==> config.mk <==
export PLATFORM = sky130hd
export DESIGN_NAME = ad9363_iq_framer
export DESIGN_NICKNAME = d
export VERILOG_FILES = /design/src/rtl/ad9363_iq_framer.sv
export SDC_FILE = /design/constraint.sdc
export NUM_CORES = 1
export LEC_CHECK = 0
export CAP_MARGIN = 20
export CORE_ASPECT_RATIO = 0.8
export CORE_MARGIN = 2
export CORE_UTILIZATION = 58
export DETAILED_ROUTE_END_ITERATION = 16
export PLACE_DENSITY = 0.8
export RECOVER_POWER = 100
export SLEW_MARGIN = 20
export SYNTH_ARGS = -nofsm -noshare
export SYNTH_HDL_FRONTEND = slang
export SYNTH_SLANG_ARGS = --single-unit
==> constraint.sdc <==
create_clock -name clk -period 5.65 [get_ports clk]
set_clock_uncertainty 0.15 [all_clocks]
set_input_delay 1.4125 -clock clk [delete_from_list [all_inputs] [get_ports clk]]
set_output_delay 1.4125 -clock clk [all_outputs]
set_load 0.02 [all_outputs]
==> src/rtl/ad9363_iq_framer.sv <==
`default_nettype none
// ============================================================================
//  Module      : ad9363_iq_framer
//  Description : Pin-side framer/deframer for the AD9363 12-bit LVCMOS data
//                ports. TX side buffers whole frames in a FIFO and emits a
//                continuous word stream with TX_FRAME marking. RX side checks
//                the RX_FRAME pattern, reassembles frames and resyncs on error.
//  Revision    : 1.0 - initial release
// ============================================================================
module ad9363_iq_framer #(
   parameter int SAMPLE_W    = 12,
   parameter int NUM_CH      = 1,
   parameter int FIFO_DEPTH  = 8,
   parameter int IDLE_REPEAT = 0
) (
   input  logic                         clk,
   input  logic                         rst_n,
   input  logic                         tx_en,
   input  logic                         tx_valid,
   input  logic [NUM_CH*2*SAMPLE_W-1:0] tx_data,
   output logic                         tx_ready,
   output logic                         tx_frame,
   output logic [11:0]                  p1_d,
   input  logic                         rx_frame,
   input  logic [11:0]                  p0_d,
   output logic                         rx_valid,
   output logic [NUM_CH*2*SAMPLE_W-1:0] rx_data,
   output logic                         tx_underflow,
   output logic                         rx_sync_err,
   output logic [15:0]                  tx_underflow_cnt,
   output logic [15:0]                  rx_sync_err_cnt
);

   localparam int C_W  = SAMPLE_W;
   localparam int C_S  = 2 * NUM_CH;             // words per frame
   localparam int C_FW = C_S * C_W;              // frame width in bits
   localparam int C_AW = $clog2(FIFO_DEPTH);

   localparam logic [1:0]    C_LAST    = 2'(C_S - 1);
   localparam logic [1:0]    C_NCH     = 2'(NUM_CH);
   localparam logic [C_AW:0] C_PTR_ONE = 1;

   localparam logic [0:0] S_IDLE = 1'b0;
   localparam logic [0:0] S_RUN  = 1'b1;

   // Word j of a frame sits at [j*W +: W]; placed MSB-aligned on the 12-bit bus.
   function automatic logic [11:0] f_word(input logic [C_FW-1:0] frame, input logic [1:0] slot);
      logic [11:0] word;
      word            = '0;
      word[11 -: C_W] = frame[slot*C_W +: C_W];
      return word;
   endfunction

   // Frame marker is high for the first half of the frame (the I/Q of channel 0..NUM_CH-1 "I half").
   function automatic logic f_marker(input logic [1:0] slot);
      return (slot < C_NCH);
   endfunction

   // ------------------------------------------------------------------------
   // TX frame FIFO
   // ------------------------------------------------------------------------
   logic [C_FW-1:0] r_mem [FIFO_DEPTH];
   logic [C_AW:0]   r_wptr;
   logic [C_AW:0]   r_rptr;
   logic            r_ready_en;
   logic            w_full;
   logic            w_empty;
   logic            w_push;
   logic            w_pop;
   logic [C_FW-1:0] w_head;
   logic [C_FW-1:0] w_fill;

   logic [0:0]      r_state;
   logic [1:0]      r_slot;
   logic [C_FW-1:0] r_cur;

   assign w_empty  = (r_wptr == r_rptr);
   assign w_full   = (r_wptr[C_AW] != r_rptr[C_AW]) &&
                     (r_wptr[C_AW-1:0] == r_rptr[C_AW-1:0]);
   assign tx_ready = r_ready_en & ~w_full;
   assign w_push   = tx_valid & tx_ready;
   assign w_head   = r_mem[r_rptr[C_AW-1:0]];
   assign w_fill   = (IDLE_REPEAT != 0) ? r_cur : '0;

   // A frame is popped only at a frame boundary (from IDLE or at the last slot).
   assign w_pop    = tx_en & ~w_empty & ((r_state == S_IDLE) | (r_slot == C_LAST));

   // Keeps tx_ready low while in reset and for the release edge itself.
   always_ff @(posedge clk or negedge rst_n) begin
      if (!rst_n) r_ready_en <= 1'b0;
      else        r_ready_en <= 1'b1;
   end

   // FIFO storage; contents need no reset since the pointers define validity.
   always_ff @(posedge clk) begin
      if (w_push) r_mem[r_wptr[C_AW-1:0]] <= tx_data;
   end

   // FIFO read/write pointers.
   always_ff @(posedge clk or negedge rst_n) begin
      if (!rst_n) begin
         r_wptr <= '0;
         r_rptr <= '0;
      end else begin
         if (w_push) r_wptr <= r_wptr + C_PTR_ONE;
         if (w_pop)  r_rptr <= r_rptr + C_PTR_ONE;
      end
   end

   // TX framer: slot sequencing, pin registers and underflow fill.
   always_ff @(posedge clk or negedge rst_n) begin
      if (!rst_n) begin
         r_state          <= S_IDLE;
         r_slot           <= '0;
         r_cur            <= '0;
         tx_frame         <= 1'b0;
         p1_d             <= '0;
         tx_underflow     <= 1'b0;
         tx_underflow_cnt <= '0;
      end else begin
         tx_underflow <= 1'b0;
         case (r_state)
            S_IDLE: begin
               if (tx_en && !w_empty) begin
                  r_cur    <= w_head;
                  p1_d     <= f_word(w_head, 2'd0);
                  tx_frame <= 1'b1;
                  r_slot   <= '0;
                  r_state  <= S_RUN;
               end else begin
                  p1_d     <= '0;
                  tx_frame <= 1'b0;
               end
            end
            default: begin
               if (r_slot != C_LAST) begin
                  r_slot   <= r_slot + 2'd1;
                  p1_d     <= f_word(r_cur, r_slot + 2'd1);
                  tx_frame <= f_marker(r_slot + 2'd1);
               end else if (!tx_en) begin
                  // Frame just completed; stop cleanly at the boundary.
                  r_state  <= S_IDLE;
                  r_slot   <= '0;
                  p1_d     <= '0;
                  tx_frame <= 1'b0;
               end else if (!w_empty) begin
                  r_cur    <= w_head;
                  p1_d     <= f_word(w_head, 2'd0);
                  tx_frame <= 1'b1;
                  r_slot   <= '0;
               end else begin
                  // Starved: keep the frame timing alive with a fill frame.
                  r_cur        <= w_fill;
                  p1_d         <= f_word(w_fill, 2'd0);
                  tx_frame     <= 1'b1;
                  r_slot       <= '0;
                  tx_underflow <= 1'b1;
                  if (tx_underflow_cnt != 16'hFFFF)
                     tx_underflow_cnt <= tx_underflow_cnt + 16'd1;
               end
            end
         endcase
      end
   end

   // ------------------------------------------------------------------------
   // RX deframer
   // ------------------------------------------------------------------------
   logic            r_rx_prev;
   logic            r_rx_sync;
   logic [1:0]      r_rx_slot;
   logic [C_FW-1:0] r_rx_buf;
   logic            w_rise;
   logic            w_rx_match;
   logic [1:0]      w_cap_slot;
   logic [C_W-1:0]  w_rx_field;
   logic [C_FW-1:0] w_rx_merged;

   assign w_rise     = rx_frame & ~r_rx_prev;
   assign w_rx_match = r_rx_sync & (rx_frame == f_marker(r_rx_slot));
   assign w_rx_field = p0_d[11 -: C_W];
   // A word that breaks sync but is itself a rising edge becomes slot 0.
   assign w_cap_slot = w_rx_match ? r_rx_slot : 2'd0;

   // Assembly buffer with the current word dropped into its slot.
   always_comb begin
      w_rx_merged                         = r_rx_buf;
      w_rx_merged[w_cap_slot*C_W +: C_W]  = w_rx_field;
   end

   // RX alignment tracking, frame assembly and error accounting.
   always_ff @(posedge clk or negedge rst_n) begin
      if (!rst_n) begin
         r_rx_prev       <= 1'b0;
         r_rx_sync       <= 1'b0;
         r_rx_slot       <= '0;
         r_rx_buf        <= '0;
         rx_valid        <= 1'b0;
         rx_data         <= '0;
         rx_sync_err     <= 1'b0;
         rx_sync_err_cnt <= '0;
      end else begin
         r_rx_prev   <= rx_frame;
         rx_valid    <= 1'b0;
         rx_sync_err <= 1'b0;
         if (w_rx_match) begin
            r_rx_buf <= w_rx_merged;
            if (r_rx_slot == C_LAST) begin
               rx_data   <= w_rx_merged;
               rx_valid  <= 1'b1;
               r_rx_slot <= '0;
            end else begin
               r_rx_slot <= r_rx_slot + 2'd1;
            end
         end else begin
            if (r_rx_sync) begin
               rx_sync_err <= 1'b1;
               if (rx_sync_err_cnt != 16'hFFFF)
                  rx_sync_err_cnt <= rx_sync_err_cnt + 16'd1;
            end
            if (w_rise) begin
               r_rx_sync <= 1'b1;
               r_rx_buf  <= w_rx_merged;
               r_rx_slot <= 2'd1;
            end else begin
               r_rx_sync <= 1'b0;
               r_rx_slot <= '0;
            end
         end
      end
   end

endmodule
`default_nettype wire
# After elaboration in Yosys (flattened, before gate mapping)
# Memories as Yosys holds them, arrays and structs flattened.
# Cells that the tools add are included.
# word_totals
reg_bits	136
mem_bits_rw	192
in_bits	41
output_inout_bits	73
word_cells	103
n_memories	1
# op_classes
add_sub_neg	7
mul	2
n_lt_le_gt_ge	2
eq_ne	11
shifts	3
mux	37
n_bitwise	13
n_reduce_logical	9
# mem_list
name	words	word_bits	rd	rd_ports_with_merged_regs	wr	line	text
r_mem	8	24	1	0	1	62	logic [C_FW-1:0] r_mem [FIFO_DEPTH];
# op_table
op	count
2-to-1 mux 24 bit	7
2-to-1 mux 12 bit	5
negator 6 -> 34 bit	1
variable shift 12 x 34 -> 24 bit, first input constant	1
variable part select 12 x 34 -> 24 bit	1
adder 16 x 1 -> 16 bit, second input constant	2
!= test 16 bit, second input constant	2
bitwise mux 24 bit	1
variable part select 24 x 7 -> 12 bit	1
2-to-1 mux 1 bit	18
2-to-1 mux 2 bit	6
adder 4 x 1 -> 4 bit, second input constant	2
multiplier 2 x 2 -> 4 bit, second input constant	2
bitwise AND 1 bit	6
inverter 1 bit	6
AND reduction 3 bit	2
AND reduction 5 bit	1
adder 2 x 1 -> 2 bit, second input constant	2
equality test 2 x 1 -> 1 bit, second input constant	2
equality test 4 bit	1
< comparator 2 x 1 -> 1 bit, second input constant	2
!= test 2 bit, second input constant	2
nonzero test 2 bit	2
equality test 3 bit	1
7 further kinds	8

# Logic depth before layout (Yosys ltp)
# depth
depth_word	10
depth_mapped	9
depth_no_buf	8

# Worst setup path after synthesis
# Ideal clock, no wire load.
# synth_timing
kind	input port to flip-flop
from	input tx_valid
to	memory r_mem[0][0] in the netlist's numbering (enable)
setup_ns	0.435
t_arrival_ns	3.646
required_ns	5.065
setup_slack_ns	1.418
path_stages	4
n_path_buf	0
path_cell_list	nand2_1 a41oi_1 nand2b_1 nor3_1
# synth_via
elab_chain_len	3
# synth_rtl
item	line	text
start: declaration	19	input logic tx_valid,
bitwise AND 1 bit	81	assign w_push = tx_valid & tx_ready;
2-to-1 mux 1 bit	96	if (w_push) r_mem[r_wptr[C_AW-1:0]] <= tx_data;
2-to-1 mux 1 bit (not written as such)	96	
end: declaration	62	
# Every way passes these cells.

# Worst setup path in the final report
# layout_timing
from	input tx_valid
to	memory r_mem[4][20] in the netlist's numbering (enable)
# The elaborated chain is that of the path after synthesis.

==> impl_metrics.env <==
export IMPL_status="finished with violations"
export IMPL_violations="capacitance limit, slew limit"
export IMPL_holdPathStages=1
export IMPL_insertion_delay_ns=0.57
export IMPL_synth_mux_area_fraction=0.112
export IMPL_drt_wl_total_microns=26700
export IMPL_syn_nets=906
export IMPL_ir_drop_uv=366
export IMPL_crit_path_start_kind="input pin"
export IMPL_min_period_over_period=0.788
export IMPL_place_gp_congestion=0.812
export IMPL_critPathKind="input pin to register"
export IMPL_global_route_overflow_total=0
export IMPL_drc_errors=0
export IMPL_wl_per_cell_microns=20.4
export IMPL_cts_buffers=31
export IMPL_fin_cells=1309
export IMPL_hold_slack_ns=0.326
export IMPL_num_rows=49
export IMPL_p_sw_frac=0.303
export IMPL_initial_core_util=0.590
export IMPL_cpMaxStageDelayCell="clkbuf_1"
export IMPL_dpl_cell_area_sq_mm=0.0147
export IMPL_diodes=0
export IMPL_detail_route_vias_per_cell=5.86
export IMPL_combPwrFrac=0.269
export IMPL_ys_warn_count=0
export IMPL_report_final_slew_viol_count=173
export IMPL_core_area_sq_mm=0.0224
export IMPL_pre_cts_ws_ns=1.17
export IMPL_final_cell_area_sq_mm=0.0156
export IMPL_synth_edf_count=192
export IMPL_hold_viol_final=0
export IMPL_crit_chain="dlygate4sd3_1 > nand2_1 > a41oi_1 > nand2b_1 > nor2_1 > clkbuf_1"
export IMPL_leakage_nw=6.12
export IMPL_tightest_slew_ns=2.42
export IMPL_synth_area_per_cell_sq_um=15.4
export IMPL_rsz0062_at_grt="no"
export IMPL_portBuffers=113
export IMPL_worstRegToRegCells=5
export IMPL_vias=7676
export IMPL_yosys_area_share_simple=0.0876
export IMPL_yosys_area_share_adder=0.00948
export IMPL_pwr_share_clk=0.290
export IMPL_synth_xor_area_frac=0.0232
export IMPL_drtPass1Iterations=5
export IMPL_antenna_found_initial=1
export IMPL_antenna_left=0
export IMPL_root_buffer="clkbuf_16"
export IMPL_cts_tree="built"
export IMPL_p_sw_mw=2.20
export IMPL_required_ns=5.68
export IMPL_area_growth_pct=18.3
export IMPL_maxCapViolCount=4
export IMPL_initialDrtViolationCount=749
export IMPL_synth_top_family_by_area="multiplexers"
export IMPL_hp_class="register to register"
export IMPL_fmax_mhz=225
export IMPL_end_kind="register"
export IMPL_htreeDepth=1
export IMPL_total_power_mw=7.26
export IMPL_setup_slack_ns=1.20
export IMPL_slowest_delay_ns=0.97
export IMPL_synth_compound_area_frac=0.0563
export IMPL_pwr_density_cell_mw_per_mm2=465
export IMPL_critical_path_buf_inv_count=2
export IMPL_ctsResizeCount=0
export IMPL_io_pins=114
export IMPL_layout_nets=1029
export IMPL_min_period_ns=4.45
export IMPL_synth_seq_cells=328
export IMPL_setup_viol=0
export IMPL_synth_cells=855
export IMPL_p_int_mw=5.06
export IMPL_drive_above_1_share=0.131
export IMPL_fin_tns_setup_ns=0
export IMPL_fill_cells=1473
export IMPL_synthArstFlopShare=0.415
export IMPL_fp_dieH_microns=139
export IMPL_die_w_microns=173
export IMPL_dieArea_sq_mm=0.0240
export IMPL_grt_max_degree=102
export IMPL_place_inst=1251
export IMPL_p_seq_frac=0.441
export IMPL_cp_max_fo=17
export IMPL_crit_cells=6
export IMPL_hold_buffers=0
export IMPL_grt_usage=0.227
export IMPL_cts_sinks=328
export IMPL_cts_setup_buffers=0
export IMPL_synth_distinct_cells=56
export IMPL_worst_ep_arrival_time_ns=4.48
export IMPL_critPathTopFamily="buffers and inverters"
export IMPL_grt_pass1_vias=7782
export IMPL_synth_flop_cell="edfxtp_1"
export IMPL_relSlewSlack=-0.615
export IMPL_clk_path_buf_depth=3
export IMPL_grt_pass1_wl_microns=42600
export IMPL_final_util=0.698
export IMPL_dpl_hpwl_microns=16400
export IMPL_clk_pin_slew_worst_paths_ns=0.06
export IMPL_yosysSeqAreaShare=0.695
export IMPL_synth_area_sq_mm=0.0132
==> cells in the mapped netlist (9+ instances only) <==
master	count	area, sq um
a21oi_1	9	45.0
ha_1	10	125
clkbuf_1	16	60.1
buf_2	19	95.1
o21ai_0	41	205
edfxtp_1	192	5770
nand2b_1	25	156
xnor2_1	23	201
nand4_1	15	93.8
mux2_2	21	236
xor2_1	12	105
nor2_1	41	154
mux4_2	48	1080
dfrtp_1	136	3400
nand2_1	111	417
mux2i_1	16	160
a22o_1	20	175
and3_1	9	56.3
==> flip-flops by register name, indices dropped and copies added (netlist names), 2 cells and up <==
register,cells
tx_underflow_cnt,16
rx_sync_err_cnt,16
r_cur,24
r_rx_buf,24
r_slot,2
rx_data,24
r_mem,192
p1_d,12
r_rptr,4
r_wptr,4
r_rx_slot,2
==> power by group through the flow <==
stage / clock (mW) / sequential, mW / combinational [mW]
2_1_floorplan: 0 / 3.27 / 1.29
3_3_place_gp: 0 / 3.22 / 1.97
3_5_place_dp: 0 / 3.24 / 2.04
4_1_cts: 2.13 / 3.20 / 2.06
5_1_grt: 2.24 / 3.24 / 2.14
6_report: 2.10 / 3.20 / 1.95
==> metal layers <==
metal	up-vias	track usage	share of wire
met3	54	0.0397	0.062
met5	-	0	0.00060
met4	2	0.0620	0.024
li1	3449	-	-
met2	269	0.376	0.49
met1	3902	0.316	0.43
==> final timing paths <==
kind / start / endpoint / slack (ns)
worst max-delay path: tx_valid / r_mem[4][20] / 1.20
worst min-delay path: rx_data[8] / rx_data[8] / 0.33
worst max register to register: r_wptr[2] / r_mem[4][20] / 1.87
worst min register to register: rx_data[8] / rx_data[8] / 0.33
max in group asynchronous: rst_n / r_rptr[1] / 1.79
min in group asynchronous: rst_n / r_wptr[2] / 1.44
==> worst register-to-register path, stage by stage, from the launching register on <==
cell and delay [ns]:
dfrtp_1 0.49, xnor2_1 0.21, a41oi_1 0.51, nand2b_1 0.24, nor2_1 0.82, clkbuf_1 0.97
==> cells in the final DEF, fill, tap and decap left out, types with 3 or more instances in the layout <==
| cell type | synthesis | routed |
|---|---|---|
| a211oi_1 | 4 | 5 |
| a21o_1 | 4 | 4 |
| a21oi_1 | 9 | 10 |
| a221o_1 | 4 | 4 |
| a221oi_1 | 8 | 8 |
| a22o_1 | 20 | 20 |
| a22oi_1 | 8 | 8 |
| and2_1 | 3 | 3 |
| and3_1 | 9 | 9 |
| buf_4 | 1 | 4 |
| clkbuf_1 | 16 | 17 |
| clkbuf_16 | 0 | 31 |
| clkbuf_8 | 0 | 9 |
| clkdlybuf4s50_1 | 0 | 12 |
| clkinv_2 | 0 | 5 |
| dfrtp_1 | 136 | 134 |
| dlygate4sd3_1 | 0 | 100 |
| edfxtp_1 | 192 | 192 |
| ha_1 | 10 | 10 |
| inv_1 | 7 | 7 |
| mux2_2 | 21 | 21 |
| mux2i_1 | 16 | 16 |
| mux4_2 | 48 | 48 |
| nand2_1 | 111 | 111 |
| nand2b_1 | 25 | 25 |
| nand3_1 | 8 | 8 |
| nand4_1 | 15 | 15 |
| nor2_1 | 41 | 41 |
| nor2b_1 | 8 | 8 |
| nor3_1 | 5 | 6 |
| o21ai_0 | 41 | 41 |
| xnor2_1 | 23 | 23 |
| xor2_1 | 12 | 12 |
==> kinds of logic (layout without fill, tap and decap cells) <==
| kind of cell | count (synthesis) | in the layout |
|---|---|---|
| AO/OA/AOI/OAI | 107 | 107 |
| other | 1 | 1 |
| multiplexers | 85 | 85 |
| AND/OR/NAND/NOR | 241 | 241 |
| flip-flops | 328 | 328 |
| buffers and inverters | 48 | 196 |
| XOR/XNOR | 35 | 35 |
| adder cells (fa/ha/maj) | 10 | 10 |
==> cell type report <==
type / instances / area [sq um] / share of cell area
inverters: 9 / 33.8 / 0.00216
multi-input cells: 479 / 3770 / 0.241
clock buffers: 46 / 922 / 0.0590
well taps: 306 / 383 / 0.0245
clock inverters: 12 / 134 / 0.00857
repair buffers: 129 / 1200 / 0.0770
flip-flops and latches: 328 / 9170 / 0.587
No activity file was read; power rests on OpenSTA's default activity.
==> RTL edit 1, RTL diff (same flow settings) <==
The parameter `FIFO_DEPTH` goes from 8 to 4.
--- a/src/rtl/ad9363_iq_framer.sv
+++ b/src/rtl/ad9363_iq_framer.sv
@@ -11,5 +11,5 @@
    parameter int SAMPLE_W    = 12,
    parameter int NUM_CH      = 1,
-   parameter int FIFO_DEPTH  = 8,
+   parameter int FIFO_DEPTH  = 4,
    parameter int IDLE_REPEAT = 0
 ) (
Formal check against the unedited RTL: not equivalent (a bounded check fails within 10 cycles, from zero or initial values and one cycle with rst_n low).
==> RTL edit 1 against the original RTL <==
- the flow still finishes with violations (max-capacitance violations, max-slew violations)
- wire length is 24% lower
- count of clock-buffer cells in the layout is 19 lower
- design area is 26% lower
- sequential cell count is 98 lower
- total power is 26% lower
- setup slack better by 0.087 ns
- synthesized cell count is 15% lower
- die area is 27% lower
- utilization is 2.8 points higher
- non-clock buffer count is 7 lower
- synthesized area is 28% lower
- largest cell class unchanged
==> RTL edit 1: results (changes against the original RTL) <==
actual slew at the worst max-slew pin=3.33 ns (was 2.42 ns); met3 wire length=1270 um (was 1650 um); global placer's final weighted congestion=0.894 (was 0.812); number of cells traversed by the worst hold path=2 (was 1); sequential area share after synthesis=0.656 (was 0.695); WL met1=8780 um (was 11400 um); fraction of synthesized cell area in xor and xnor cells=0.0309 (was 0.0232); worst setup path startpoint=rx_frame (was tx_valid); detailed-placement wirelength estimate=13600 um (was 16400 um); Reg2Reg Setup Slack=2.43 ns (was 1.87 ns); origin of the worst min-delay path=rx_data[6] (was rx_data[8]); beginning of the worst register-to-register path=r_slot[0] (was r_wptr[2]); Largest stage delay, worst path=0.87 ns (was 0.97 ns); setup slack after placement=1.01 ns (was 1.17 ns); Sw Ratio=0.318 (was 0.303); WL/cell=19.0 um (was 20.4 um); wire length of the first global-routing pass=33100 um (was 42600 um); count of flip-flops with a built-in enable after synthesis=96 (was 192); top routing layer in use=met4 (was met5); max reg flops=96 (was 192); Syn Nets=778 (was 906); static leakage power=4.92 nW (was 6.12 nW); Placed Cells incl. Taps=1027 (was 1251); count of final max-slew check failures=139 (was 173); Slowest-stage cell, CP=sky130_fd_sc_hd__inv_1 (was sky130_fd_sc_hd__clkbuf_1); number of design-rule violations left by the first detailed-router iteration=472 (was 749); Final Hold Slack=0.313 ns (was 0.326 ns); wirelength, routed=20400 um (was 26700 um); GR met2 Demand/Resource=0.383 (was 0.376); gate count of the mapped netlist=724 (was 855); fraction of met1 tracks used by global routing=0.339 (was 0.316); met2 wire length=9880 um (was 13000 um); met3 usage=0.0425 (was 0.0397); via density per instance=5.90 (was 5.86); Commonest cells post-synth=sky130_fd_sc_hd__dfrtp_1, sky130_fd_sc_hd__edfxtp_1, sky130_fd_sc_hd__nand2_1, sky130_fd_sc_hd__o21ai_0, sky130_fd_sc_hd__mux2i_1 (was sky130_fd_sc_hd__edfxtp_1, sky130_fd_sc_hd__dfrtp_1, sky130_fd_sc_hd__nand2_1, sky130_fd_sc_hd__mux4_2); maximum number of pins on one net before global-route repair=64 (was 102); Area after DPL=10800 sq um (was 14700 sq um); end of the critical path=rx_data[8] (was r_mem[4][20]); clock latency reported for the late side of the worst-skew pair=0.49 ns (was 0.57 ns); data arrival time at the worst-slack endpoint=4.61 ns (was 4.48 ns); reported max-cap violation count=4 (unchanged); biggest area contributors in the synthesized netlist=sky130_fd_sc_hd__dfrtp_1, sky130_fd_sc_hd__edfxtp_1, sky130_fd_sc_hd__nand2_1, sky130_fd_sc_hd__mux2i_1, sky130_fd_sc_hd__o21ai_0 (was sky130_fd_sc_hd__edfxtp_1, sky130_fd_sc_hd__dfrtp_1, sky130_fd_sc_hd__mux4_2, sky130_fd_sc_hd__nand2_1, sky130_fd_sc_hd__mux2_2); layout net count=891 (was 1029); fraction of final layout cells with drive strength greater than 1=0.0868 (was 0.131); share of synthesized registers carrying an async set or reset=0.583 (was 0.415); number of buffers created by CTS=23 (was 31); multiplexer fraction of the synthesized cell area=0.0802 (was 0.112); status=finished, violations left (unchanged); failing checks=max-capacitance violations, max-slew violations (unchanged)
==> RTL edit 1: changes by cell type after synthesis, sizes merged, moves of 13 or more <==
cell	unedited run	this run
nor2	42	29
edfxtp	192	96
o21ai	41	60
mux2i	16	30
o22ai	0	16
nand2b	25	5
a21oi	10	28
nand2	111	93
mux4	48	12
nand3	8	23
a22o	20	0
==> RTL edit 1: layout make-up <==
type	count	area [sq um]
antenna	2	5.00
clock buffer	27	612
clock inverter	14	176
fill	1042	4370
inverter	15	56.3
multi-input combinational	445	3010
sequential	230	6240
tap	215	269
timing repair buffer	122	1170
==> RTL edit 1: power groups by stage <==
stage                     combinational [mW]  clock, mW  sequential (mW)
final                                   1.50       1.57             2.33
after global routing                    1.64       1.66             2.36
after CTS                               1.57       1.59             2.33
after detailed placement                1.55          0             2.36
after global placement                  1.49          0             2.34
after floorplan                        0.892          0             2.42
==> RTL edit 2, RTL diff (config.mk and constraints unchanged) <==
Without the edit above. Make the reset (`rst_n`) synchronous in 4 clocked blocks.
--- a/src/rtl/ad9363_iq_framer.sv
+++ b/src/rtl/ad9363_iq_framer.sv
@@ -87,5 +87,5 @@
 
    // Keeps tx_ready low while in reset and for the release edge itself.
-   always_ff @(posedge clk or negedge rst_n) begin
+   always_ff @(posedge clk) begin
       if (!rst_n) r_ready_en <= 1'b0;
       else        r_ready_en <= 1'b1;
@@ -98,5 +98,5 @@
 
    // FIFO read/write pointers.
-   always_ff @(posedge clk or negedge rst_n) begin
+   always_ff @(posedge clk) begin
       if (!rst_n) begin
          r_wptr <= '0;
@@ -109,5 +109,5 @@
 
    // TX framer: slot sequencing, pin registers and underflow fill.
-   always_ff @(posedge clk or negedge rst_n) begin
+   always_ff @(posedge clk) begin
       if (!rst_n) begin
          r_state          <= S_IDLE;
@@ -190,5 +190,5 @@
 
    // RX alignment tracking, frame assembly and error accounting.
-   always_ff @(posedge clk or negedge rst_n) begin
+   always_ff @(posedge clk) begin
       if (!rst_n) begin
          r_rx_prev       <= 1'b0;
Behaviour: differs if rst_n is asserted again (counterexample within 4 cycles, from zero or initial values and one cycle with rst_n low); with rst_n held inactive, the same outputs for 4 cycles.
==> RTL edit 2 against the original RTL <==
- the flow still finishes with violations (max-capacitance violations, max-slew violations)
- design area is essentially flat
- setup slack lost 0.35 ns
- synthesized area grew 0.24%
- die area grew 0.23%
- sequential cell count grew 3
- wire length grew 11%
- non-clock buffer count shrank 2
- highest routed layer is now met4
Power is not compared: it rests on default switching activity, and its combinational part moved more than twofold at a synthesized area within 25%.
==> RTL edit 2: results (changes against the original RTL) <==
number of buffer cells added on primary ports=113 (unchanged); reported max-cap violation count=10 (was 4); beginning of the worst register-to-register path=r_rx_slot[1] (was r_wptr[2]); failing checks=max-capacitance violations, max-slew violations (unchanged); Syn Nets=1004 (was 906); clock latency reported for the late side of the worst-skew pair=0.55 ns (was 0.57 ns); sequential area share after synthesis=0.646 (was 0.695); count of final max-slew check failures=302 (was 173); layout net count=1109 (was 1029); cell family with the largest share of critical-path delay=simple AND/OR/NAND/NOR gates (was buffers and inverters); number of unique standard cell types used by synthesis=60 (was 56); largest fanout of any net on the critical path=10 (was 17); Slowest-stage cell, CP=sky130_fd_sc_hd__nor3_1 (was sky130_fd_sc_hd__clkbuf_1); Reg2Reg Setup Slack=1.60 ns (was 1.87 ns); data arrival time at the worst-slack endpoint=5.12 ns (was 4.48 ns); via count of the first global-routing pass=8252 (was 7782); Largest stage delay, worst path=0.80 ns (was 0.97 ns); global placer's final weighted congestion=0.869 (was 0.812); maximum number of pins on one net before global-route repair=60 (was 102); cell depth of the worst flop-to-flop path=9 (was 5); status=finished, violations left (unchanged); number of design-rule violations left by the first detailed-router iteration=861 (was 749); number of cells traversed by the worst hold path=2 (was 1); end of the worst hold path=r_rx_buf[19] (was rx_data[8]); initial antenna violation count=2 (was 1); post-route worst setup slack=0.847 ns (was 1.20 ns); relative max-transition margin=-0.502 (was -0.615); capture point of the worst reg-to-reg path=rx_data[20] (was r_mem[4][20]); Commonest cells post-synth=sky130_fd_sc_hd__edfxtp_1, sky130_fd_sc_hd__dfxtp_1, sky130_fd_sc_hd__nand2_1, sky130_fd_sc_hd__nor2_1, sky130_fd_sc_hd__mux4_2 (was sky130_fd_sc_hd__edfxtp_1, sky130_fd_sc_hd__dfrtp_1, sky130_fd_sc_hd__nand2_1, sky130_fd_sc_hd__mux4_2); detailed-placement wirelength estimate=17700 um (was 16400 um); fraction of final layout cells with drive strength greater than 1=0.117 (was 0.131); share of synthesized registers carrying an async set or reset=0 (was 0.415); number of setup buffers added after CTS=0 (unchanged); via density per instance=6.18 (was 5.86); biggest area contributors in the synthesized netlist=sky130_fd_sc_hd__edfxtp_1, sky130_fd_sc_hd__dfxtp_1, sky130_fd_sc_hd__mux4_2, sky130_fd_sc_hd__mux2i_1, sky130_fd_sc_hd__o2bb2ai_1 (was sky130_fd_sc_hd__edfxtp_1, sky130_fd_sc_hd__dfrtp_1, sky130_fd_sc_hd__mux4_2, sky130_fd_sc_hd__nand2_1, sky130_fd_sc_hd__mux2_2); Tot GR Track Use=0.246 (was 0.227); origin of the worst min-delay path=r_rx_buf[19] (was rx_data[8]); wirelength, routed=29600 um (was 26700 um); wire length of the first global-routing pass=47100 um (was 42600 um); worst setup path startpoint=rx_frame (was tx_valid); setup slack after placement=0.835 ns (was 1.17 ns)
-- RTL edit 2: cell types whose count changed after synthesis, sizes merged, moves of 16 or more --
cell,unedited run,this run
a31oi,2,18
a21oi,10,40
nand3,8,28
a22o,20,2
mux2i,16,39
dfrtp,136,0
nand2,111,53
nor3,6,22
dfxtp,0,139
o2bb2ai,0,23
-- RTL edit 2: layout make-up --
type	instances	area, sq um
Antenna cell	2	5.00
Timing Repair Buffer	127	1190
Clock buffer	40	851
Sequential cell	331	8550
Inverter	13	48.8
Tap cell	306	383
Clock inverter	16	193
Multi-Input combinational cell	552	4390
Fill cell	1514	6820
-- RTL edit 2: per-layer routing --
layer  wire length, um  vias up  part of all wire  GRT usage
met4               703        0             0.024     0.0678
li1                  -     3860                 -          -
met2             13700      377              0.46      0.372
met5                 0        -                 0          0
met1             13200     4268              0.45      0.376
met3              2000       61             0.067     0.0370
-- RTL edit 2: logic make-up (layout without fill, tap and decap cells) --
family                   count (synthesis)  count (layout)  synth area share
AND/OR/NAND/NOR                        238             238            0.0929
multiplexers                            94              94             0.117
AO/OA/AOI/OAI                          183             183            0.0921
adder cells (fa/ha/maj)                 12              12            0.0113
flip-flops                             331             331             0.646
other                                    0               2                 0
XOR/XNOR                                25              25            0.0180
buffers and inverters                   68             196            0.0223
-- RTL edit 2: power breakdown --
group / internal [mW] / switching (mW)
Clock: 1.24 / 0.873
Combinational: 0.188 / 0.254
Sequential: 2.61 / 0.0524
-- RTL edit 2: per-stage QoR --
stage,util,hold WS [ns],cells,instance area [sq um]
detailed placement,0.652,0.298,1329,14600
global route,0.696,0.321,1387,15600
CTS,0.699,0.308,1385,15700
global placement,0.652,0.293,1329,14600
finish,0.696,0.308,1387,15600
floorplan,-,0.282,951,13200
